[config.mk]
export PLATFORM = sky130hd
export DESIGN_NAME = led_matrix_scan_flat
export DESIGN_NICKNAME = d
export VERILOG_FILES = /design/src/rtl/led_matrix_scan_if.sv /design/src/rtl/led_matrix_scan.sv /design/src/flat_wrapper.sv
export SDC_FILE = /design/constraint.sdc
export NUM_CORES = 1
export LEC_CHECK = 0
export CAP_MARGIN = 20
export CORE_MARGIN = 2
export CORE_UTILIZATION = 60
export CTS_CLUSTER_SIZE = 40
export DETAILED_ROUTE_END_ITERATION = 12
export DONT_BUFFER_PORTS = 1
export GPL_ROUTABILITY_DRIVEN = 0
export HOLD_SLACK_MARGIN = 0.05
export MAX_ROUTING_LAYER = met4
export PLACE_DENSITY = 0.77
export SLEW_MARGIN = 20
export SYNTH_ARGS = -nofsm -noshare
export SYNTH_HDL_FRONTEND = slang
export SYNTH_SLANG_ARGS = --single-unit
[constraint.sdc]
create_clock -name clk -period 2.9 [get_ports clk]
set_clock_uncertainty 0.2 [all_clocks]
set_input_delay 0.725 -clock clk [delete_from_list [all_inputs] [get_ports clk]]
set_output_delay 0.725 -clock clk [all_outputs]
set_load 0.02 [all_outputs]
[src/rtl/led_matrix_scan_if.sv]
// led_matrix_scan_if: frame handshake between upstream frame source and the LED matrix scanner.
// master = frame source, slave = scanner.
interface led_matrix_scan_if;
  logic        frame_valid;
  logic [15:0] frame_data;
  logic        frame_ready;

  modport master (output frame_valid, output frame_data, input frame_ready);
  modport slave  (input frame_valid, input frame_data, output frame_ready);
endinterface

[src/rtl/led_matrix_scan.sv]
// led_matrix_scan: 4x4 LED row scanner with double-buffered frames and inter-row blanking.
// Define LED_MATRIX_PWM_EN to add 16-slice global brightness PWM inside each row's ON phase.
module led_matrix_scan #(
  parameter int ROW_CYCLES   = 12000,
  parameter int BLANK_CYCLES = 48
) (
  input  logic             clk,
  input  logic             rst,
  led_matrix_scan_if.slave frm,
  input  logic [3:0]       brightness,
  output logic [3:0]       aled,
  output logic [3:0]       kled_oe,
  output logic             frame_start
);
  localparam int MAX_CYCLES = (ROW_CYCLES > BLANK_CYCLES) ? ROW_CYCLES : BLANK_CYCLES;
  localparam int PW = $clog2(MAX_CYCLES);
  localparam logic [PW-1:0] BLANK_LAST = PW'(BLANK_CYCLES - 1);
  localparam logic [PW-1:0] ROW_LAST   = PW'(ROW_CYCLES - 1);

  typedef enum logic {BLANK, ON} state_t;

  state_t         state, state_nxt;
  logic [PW-1:0]  phase, phase_nxt;
  logic [1:0]     row, row_nxt;
  logic [15:0]    front, front_nxt;
  logic [15:0]    back, back_nxt;
  logic           pending, pending_nxt;
  logic [3:0]     aled_nxt, kled_nxt;
  logic           frame_start_nxt;
  logic           accept;
  logic           lit;

`ifdef LED_MATRIX_PWM_EN
  localparam int SLICE_CYCLES = ROW_CYCLES / 16;
  logic [3:0] bright_lat, bright_nxt;
`else
  logic unused_brightness;
  assign unused_brightness = ^brightness;
`endif

  assign accept = frm.frame_valid && frm.frame_ready;

  always_comb begin
    state_nxt       = state;
    phase_nxt       = phase;
    row_nxt         = row;
    front_nxt       = front;
    back_nxt        = back;
    pending_nxt     = pending;
    aled_nxt        = 4'b0000;
    kled_nxt        = 4'b0000;
    frame_start_nxt = 1'b0;
    lit             = 1'b1;
`ifdef LED_MATRIX_PWM_EN
    bright_nxt      = bright_lat;
`endif

    case (state)
      BLANK: begin
        if (phase == BLANK_LAST) begin
          state_nxt = ON;
          phase_nxt = '0;
`ifdef LED_MATRIX_PWM_EN
          bright_nxt = brightness;
`endif
        end else begin
          phase_nxt = phase + 1'b1;
        end
      end
      ON: begin
        if (phase == ROW_LAST) begin
          state_nxt = BLANK;
          phase_nxt = '0;
          row_nxt   = row + 1'b1;
          // Swapping only at the end of row 3 keeps front stable for a whole frame.
          if (row == 2'd3 && pending) begin
            front_nxt   = back;
            pending_nxt = 1'b0;
          end
        end else begin
          phase_nxt = phase + 1'b1;
        end
      end
      default: state_nxt = BLANK;
    endcase

    // frame_ready is low whenever a swap is possible, so accept and swap never collide.
    if (accept) begin
      back_nxt    = frm.frame_data;
      pending_nxt = 1'b1;
    end

`ifdef LED_MATRIX_PWM_EN
    lit = int'(phase_nxt) < int'(bright_nxt) * SLICE_CYCLES;
`endif

    // Outputs are computed from next state so the registered pins line up with the state.
    if (state_nxt == ON) begin
      aled_nxt = 4'(4'b0001 << row_nxt);
      if (lit) kled_nxt = front_nxt[{row_nxt, 2'b00} +: 4];
      frame_start_nxt = (state == BLANK) && (row == 2'd0);
    end
  end

  always_ff @(posedge clk) begin
    if (rst) begin
      state           <= BLANK;
      phase           <= '0;
      row             <= 2'd0;
      front           <= 16'h0000;
      back            <= 16'h0000;
      pending         <= 1'b0;
      aled            <= 4'b0000;
      kled_oe         <= 4'b0000;
      frame_start     <= 1'b0;
      frm.frame_ready <= 1'b1;
`ifdef LED_MATRIX_PWM_EN
      bright_lat      <= 4'd0;
`endif
    end else begin
      state           <= state_nxt;
      phase           <= phase_nxt;
      row             <= row_nxt;
      front           <= front_nxt;
      back            <= back_nxt;
      pending         <= pending_nxt;
      aled            <= aled_nxt;
      kled_oe         <= kled_nxt;
      frame_start     <= frame_start_nxt;
      frm.frame_ready <= !pending_nxt;
`ifdef LED_MATRIX_PWM_EN
      bright_lat      <= bright_nxt;
`endif
    end
  end
endmodule
[src/flat_wrapper.sv]
// flat-port wrapper written by rule: the top's interface ports become plain ports
module led_matrix_scan_flat 
#(
  parameter int ROW_CYCLES   = 12000,
  parameter int BLANK_CYCLES = 48
)
  (clk, rst, brightness, aled, kled_oe, frame_start, frm_frame_valid, frm_frame_data, frm_frame_ready);
  led_matrix_scan_if frm_i ();
  input  logic clk;
  input  logic rst;
  input  logic [3:0] brightness;
  output logic [3:0] aled;
  output logic [3:0] kled_oe;
  output logic frame_start;
  input wire logic [$bits(frm_i.frame_valid)-1:0] frm_frame_valid;
  input wire logic [$bits(frm_i.frame_data)-1:0] frm_frame_data;
  output wire logic [$bits(frm_i.frame_ready)-1:0] frm_frame_ready;
  assign frm_i.frame_valid = frm_frame_valid;
  assign frm_i.frame_data = frm_frame_data;
  assign frm_frame_ready = frm_i.frame_ready;
  led_matrix_scan #(.ROW_CYCLES(ROW_CYCLES), .BLANK_CYCLES(BLANK_CYCLES)) u_core (.clk(clk), .rst(rst), .frm(frm_i), .brightness(brightness), .aled(aled), .kled_oe(kled_oe), .frame_start(frame_start));
endmodule
==> summary.md <==
| Metric | Value |
|---|---|
| Hold Path Stages | `2` |
| Total via count after detailed routing | `1698` |
| Final critical-path share of the clock period | `between 80% and 90%` |
| Post-synth top area cell | `sky130_fd_sc_hd__dfxtp_1` |
| Ys flop type | `sky130_fd_sc_hd__dfxtp_1` |
| Worst hold endpoint | `u_core.back[14]` |
| Number of antenna violations at the first check in global routing | `0` |
| Number of detailed-route iterations in the first pass | `4` |
| Portion of synthesized cell area occupied by the leading cell type | `between 50 and 60%` |
| Initial Utilization | `between 60% and 70%` |
| Worst path arrival time | `2.41 ns` |
| Relative contribution of combinational cells to total power | `2.7%` |
| Worst vdd rail ir drop | `0.000360 V` |
| Antenna-violating nets left | `0` |
| Most used standard cell by instance count after synthesis | `sky130_fd_sc_hd__dfxtp_1` |
| Slew Viols, Final | `0` |
| Clock root buffer | `sky130_fd_sc_hd__clkbuf_8` |
| Max Cap Violations | `0` |
| Setup ws final | `0.509 ns` |
| Iteration-0 DRC Markers | `152` |
| Total nets after synthesis | `about 280` |
| Type of destination of the critical path | `flop` |
| Power per unit of standard cell area | `613 nW/µm²` |
| Share of async-settable or async-resettable flops after synthesis | `0%` |
| Ports | `33` |
| Static Leak | `1.11 nW` |
| Number of hold-repair buffers added at the cts stage | `0` |
| Number of buffers added for setup after CTS | `0` |
| Deepest clock path buffer count | `2` |
| Area overhead of the layout relative to synthesis | `7.89%` |
| All-layer global routing usage | `22.9%` |
| Switching component of the power | `about 0.34 mW` |
| Placement row count | `22` |
| Path category of the worst min-delay check | `reg2reg` |
| Width of the chip | `around 66 µm` |
| Number of endpoints failing setup at the final stage | `0` |
| Maximum fanout along the worst path | `17` |
| Slew at the pin closest to its max-slew limit | `0.712 ns` |
| Number of sinks driven by the clock tree | `60` |
| Sequential fraction of the synthesis area | `51.9%` |
| Peak Freq | `418 MHz` |
| Path depth of the worst reg2reg path | `6` |
| Total die area | `4370 µm²` |
| # diodes | `0` |
| Chip height | `66.1 µm` |
| Number of non-filler instances in the completed layout | `305` |
| Internal Power | `1.19 mW` |
| Top cell types by occurrence after synthesis | `sky130_fd_sc_hd__dfxtp_1 (60), sky130_fd_sc_hd__nand2_1 (40), sky130_fd_sc_hd__nor2_1 (35)` |
| Critical path class | `reg2reg` |
| Share of layout cells above drive strength 1 | `7.39%` |
| Via-to-Cell Ratio | `about 5.6` |
| Sequential fraction of design power | `55.9%` |
| Wire length per cell after detailed routing | `~14 µm` |
| Count of port buffers added during placement | `0` |
| Number of synthesis warnings | `0` |
| Category of the worst setup path launch point | `flop` |
| Reg-to-reg critical path endpoint | `u_core.kled_oe[0]` |
| Wire length of the first global-routing pass | `between 7 and 8 mm` |
| Share of power burned in the clock network | `approximately 41%` |
| Register-to-register setup slack | `0.51 ns` |
| Core region area | `3690 µm²` |
| Deepest level of the CTS H-tree | `3` |
| Utilization after layout | `67.7%` |
| Fraction of power spent switching nets | `about 22%` |
| Launch instance of the worst min-delay path | `u_core.back[14]` |
| Total clock buffers created by CTS | `9` |
| Final number of hold-violating endpoints | `0` |
| Sum Neg Setup Slack | `0 ns` |
| Count of cell types in the netlist | `35` |
| Cell area after technology mapping | `2320 µm²` |
| Critical path data required time | `between 2 and 3 ns` |
| Routed WL | `4.28 mm` |
| Largest net degree at the start of global routing | `38` |
| GRT overflow | `0` |
| Startpoint of the worst-slack reg-to-reg timing path | `u_core.phase[0]` |
| Number of flops mapped to enable cells by yosys | `0` |
| CTS resizes | `0` |
| Fin crit period | `2.39 ns` |
| Number of placed instances with taps included | `289` |
| Rel. slew slack | `52.2%` |
| Via count of the first global-routing pass | `1623` |
| Latest clock arrival within the worst-skew pair | `0.33 ns` |
| FILL cells | `around 300` |
| DRC Markers | `0` |
| TritonCTS clock tree | `built` |
| Synthesized flop and latch total | `60` |
| Post-Syn Instances | `251` |
| RSZ-0062 raised after global routing | `false` |
| Result of the run | `completed` |
| Placed wire-length estimate after detailed placement | `2.90 mm` |
| Number of nets in the layout | `about 280` |
| Synth area leaders | `sky130_fd_sc_hd__dfxtp_1 (52%), sky130_fd_sc_hd__mux2i_1 (6.9%), sky130_fd_sc_hd__nand2_1 (6.5%), sky130_fd_sc_hd__nor2_1 (5.7%), sky130_fd_sc_hd__a21oi_1 (4.3%)` |
| Mean instance size in the synthesized netlist | `9.23 µm²` |
| Clock-pin slew on the worst setup and hold paths | `0.06 ns` |
| Post-Place Setup Slack | `0.507 ns` |
-- final cells by class --
| type | instances | area, µm² | share of cell area [%] |
|---|---|---|---|
| clock buffer | 14 | 153 | 6.11 |
| sequential | 60 | 1200 | 48.1 |
| multi-input combinational | 175 | 1040 | 41.8 |
| inverter | 4 | 15.0 | 0.601 |
| tap | 48 | 60.1 | 2.40 |
| timing repair buffer | 2 | 15.0 | 0.601 |
| clock inverter | 2 | 10.0 | 0.401 |
-- power by group through the flow --
stage / combinational (mW) / sequential (mW) / clock (mW)
3_3_place_gp: 0.0412 / 0.875 / 0
2_1_floorplan: 0.0435 / 0.872 / 0
4_1_cts: 0.0420 / 0.857 / 0.640
3_5_place_dp: 0.0419 / 0.875 / 0
5_1_grt: 0.0497 / 0.859 / 0.677
6_report: 0.0413 / 0.857 / 0.634
-- critical path: stages (launching register included) --
cell and delay (ns):
sky130_fd_sc_hd__dfxtp_1 0.37, sky130_fd_sc_hd__ha_1 0.21, sky130_fd_sc_hd__and4_1 0.39, sky130_fd_sc_hd__nand4_4 0.40, sky130_fd_sc_hd__mux2i_1 0.37, sky130_fd_sc_hd__nand3_1 0.11, sky130_fd_sc_hd__and4_1 0.23
-- per-layer routing --
layer  vias to the layer above  GRT usage [%]  routed length (µm)
met5                         -              -                   0
met1                       790           28.7                1980
met2                        49           34.8                1990
met4                         0           10.7                  90
met3                        11           5.62                 211
li1                        848              -                   -
-- layout by cell type, fill, tap and decap left out, types with 3 or more instances in the layout --
cell type                  count
sky130_fd_sc_hd__dfxtp_1      60
sky130_fd_sc_hd__nand2_1      40
sky130_fd_sc_hd__nor2_1       35
sky130_fd_sc_hd__a21oi_1      20
sky130_fd_sc_hd__mux2i_1      16
sky130_fd_sc_hd__nand3_1      13
sky130_fd_sc_hd__clkbuf_8     10
sky130_fd_sc_hd__xor2_1        7
sky130_fd_sc_hd__and4_1        6
sky130_fd_sc_hd__xnor2_1       6
sky130_fd_sc_hd__and3_1        6
sky130_fd_sc_hd__clkbuf_1      4
sky130_fd_sc_hd__inv_1         3
sky130_fd_sc_hd__or4_1         3
sky130_fd_sc_hd__nor3_1        3
sky130_fd_sc_hd__ha_1          3
-- metrics by stage --
stage          power (mW)  hold slack [ns]  area (µm²)
3_3_place_gp        0.916            0.239        2340
2_1_floorplan       0.916            0.230        2320
6_report             1.53            0.251        2500
5_1_grt              1.59            0.247        2500
4_1_cts              1.54            0.245        2500
3_5_place_dp        0.917            0.242        2340
-- worst max path at each step --
| stage | startpoint | to | slack [ns] |
|---|---|---|---|
| 6_report | u_core.phase[0] | u_core.kled_oe[0] | 0.51 |
| 3_3_place_gp | u_core.phase[0] | u_core.kled_oe[3] | 0.56 |
| 3_5_place_dp | u_core.phase[0] | u_core.kled_oe[3] | 0.51 |
| 2_1_floorplan | u_core.phase[0] | u_core.kled_oe[2] | 0.82 |
| 5_1_grt | u_core.phase[0] | u_core.kled_oe[0] | 0.32 |
| 4_1_cts | u_core.phase[0] | u_core.kled_oe[3] | 0.49 |
-- kinds of logic after synthesis --
kind of cell / synth area share (%)
xor+xnor: 4.92
flops: 51.9
buf+inv: 3.03
simple gates: 24.4
compound gates: 5.84
fa+ha+maj: 1.62
mux: 8.37
-- state kept, by name (all words and copies together) (netlist names) --
register                flops
u_core.frame_start          1
u_core.phase               14
u_core.row                  2
u_core.aled                 4
u_core.back                16
u_core.kled_oe              4
u_core.frm.frame_ready      1
u_core.front               16
u_core.state                1
u_core.pending              1
Power figures use the tool's default switching activity.
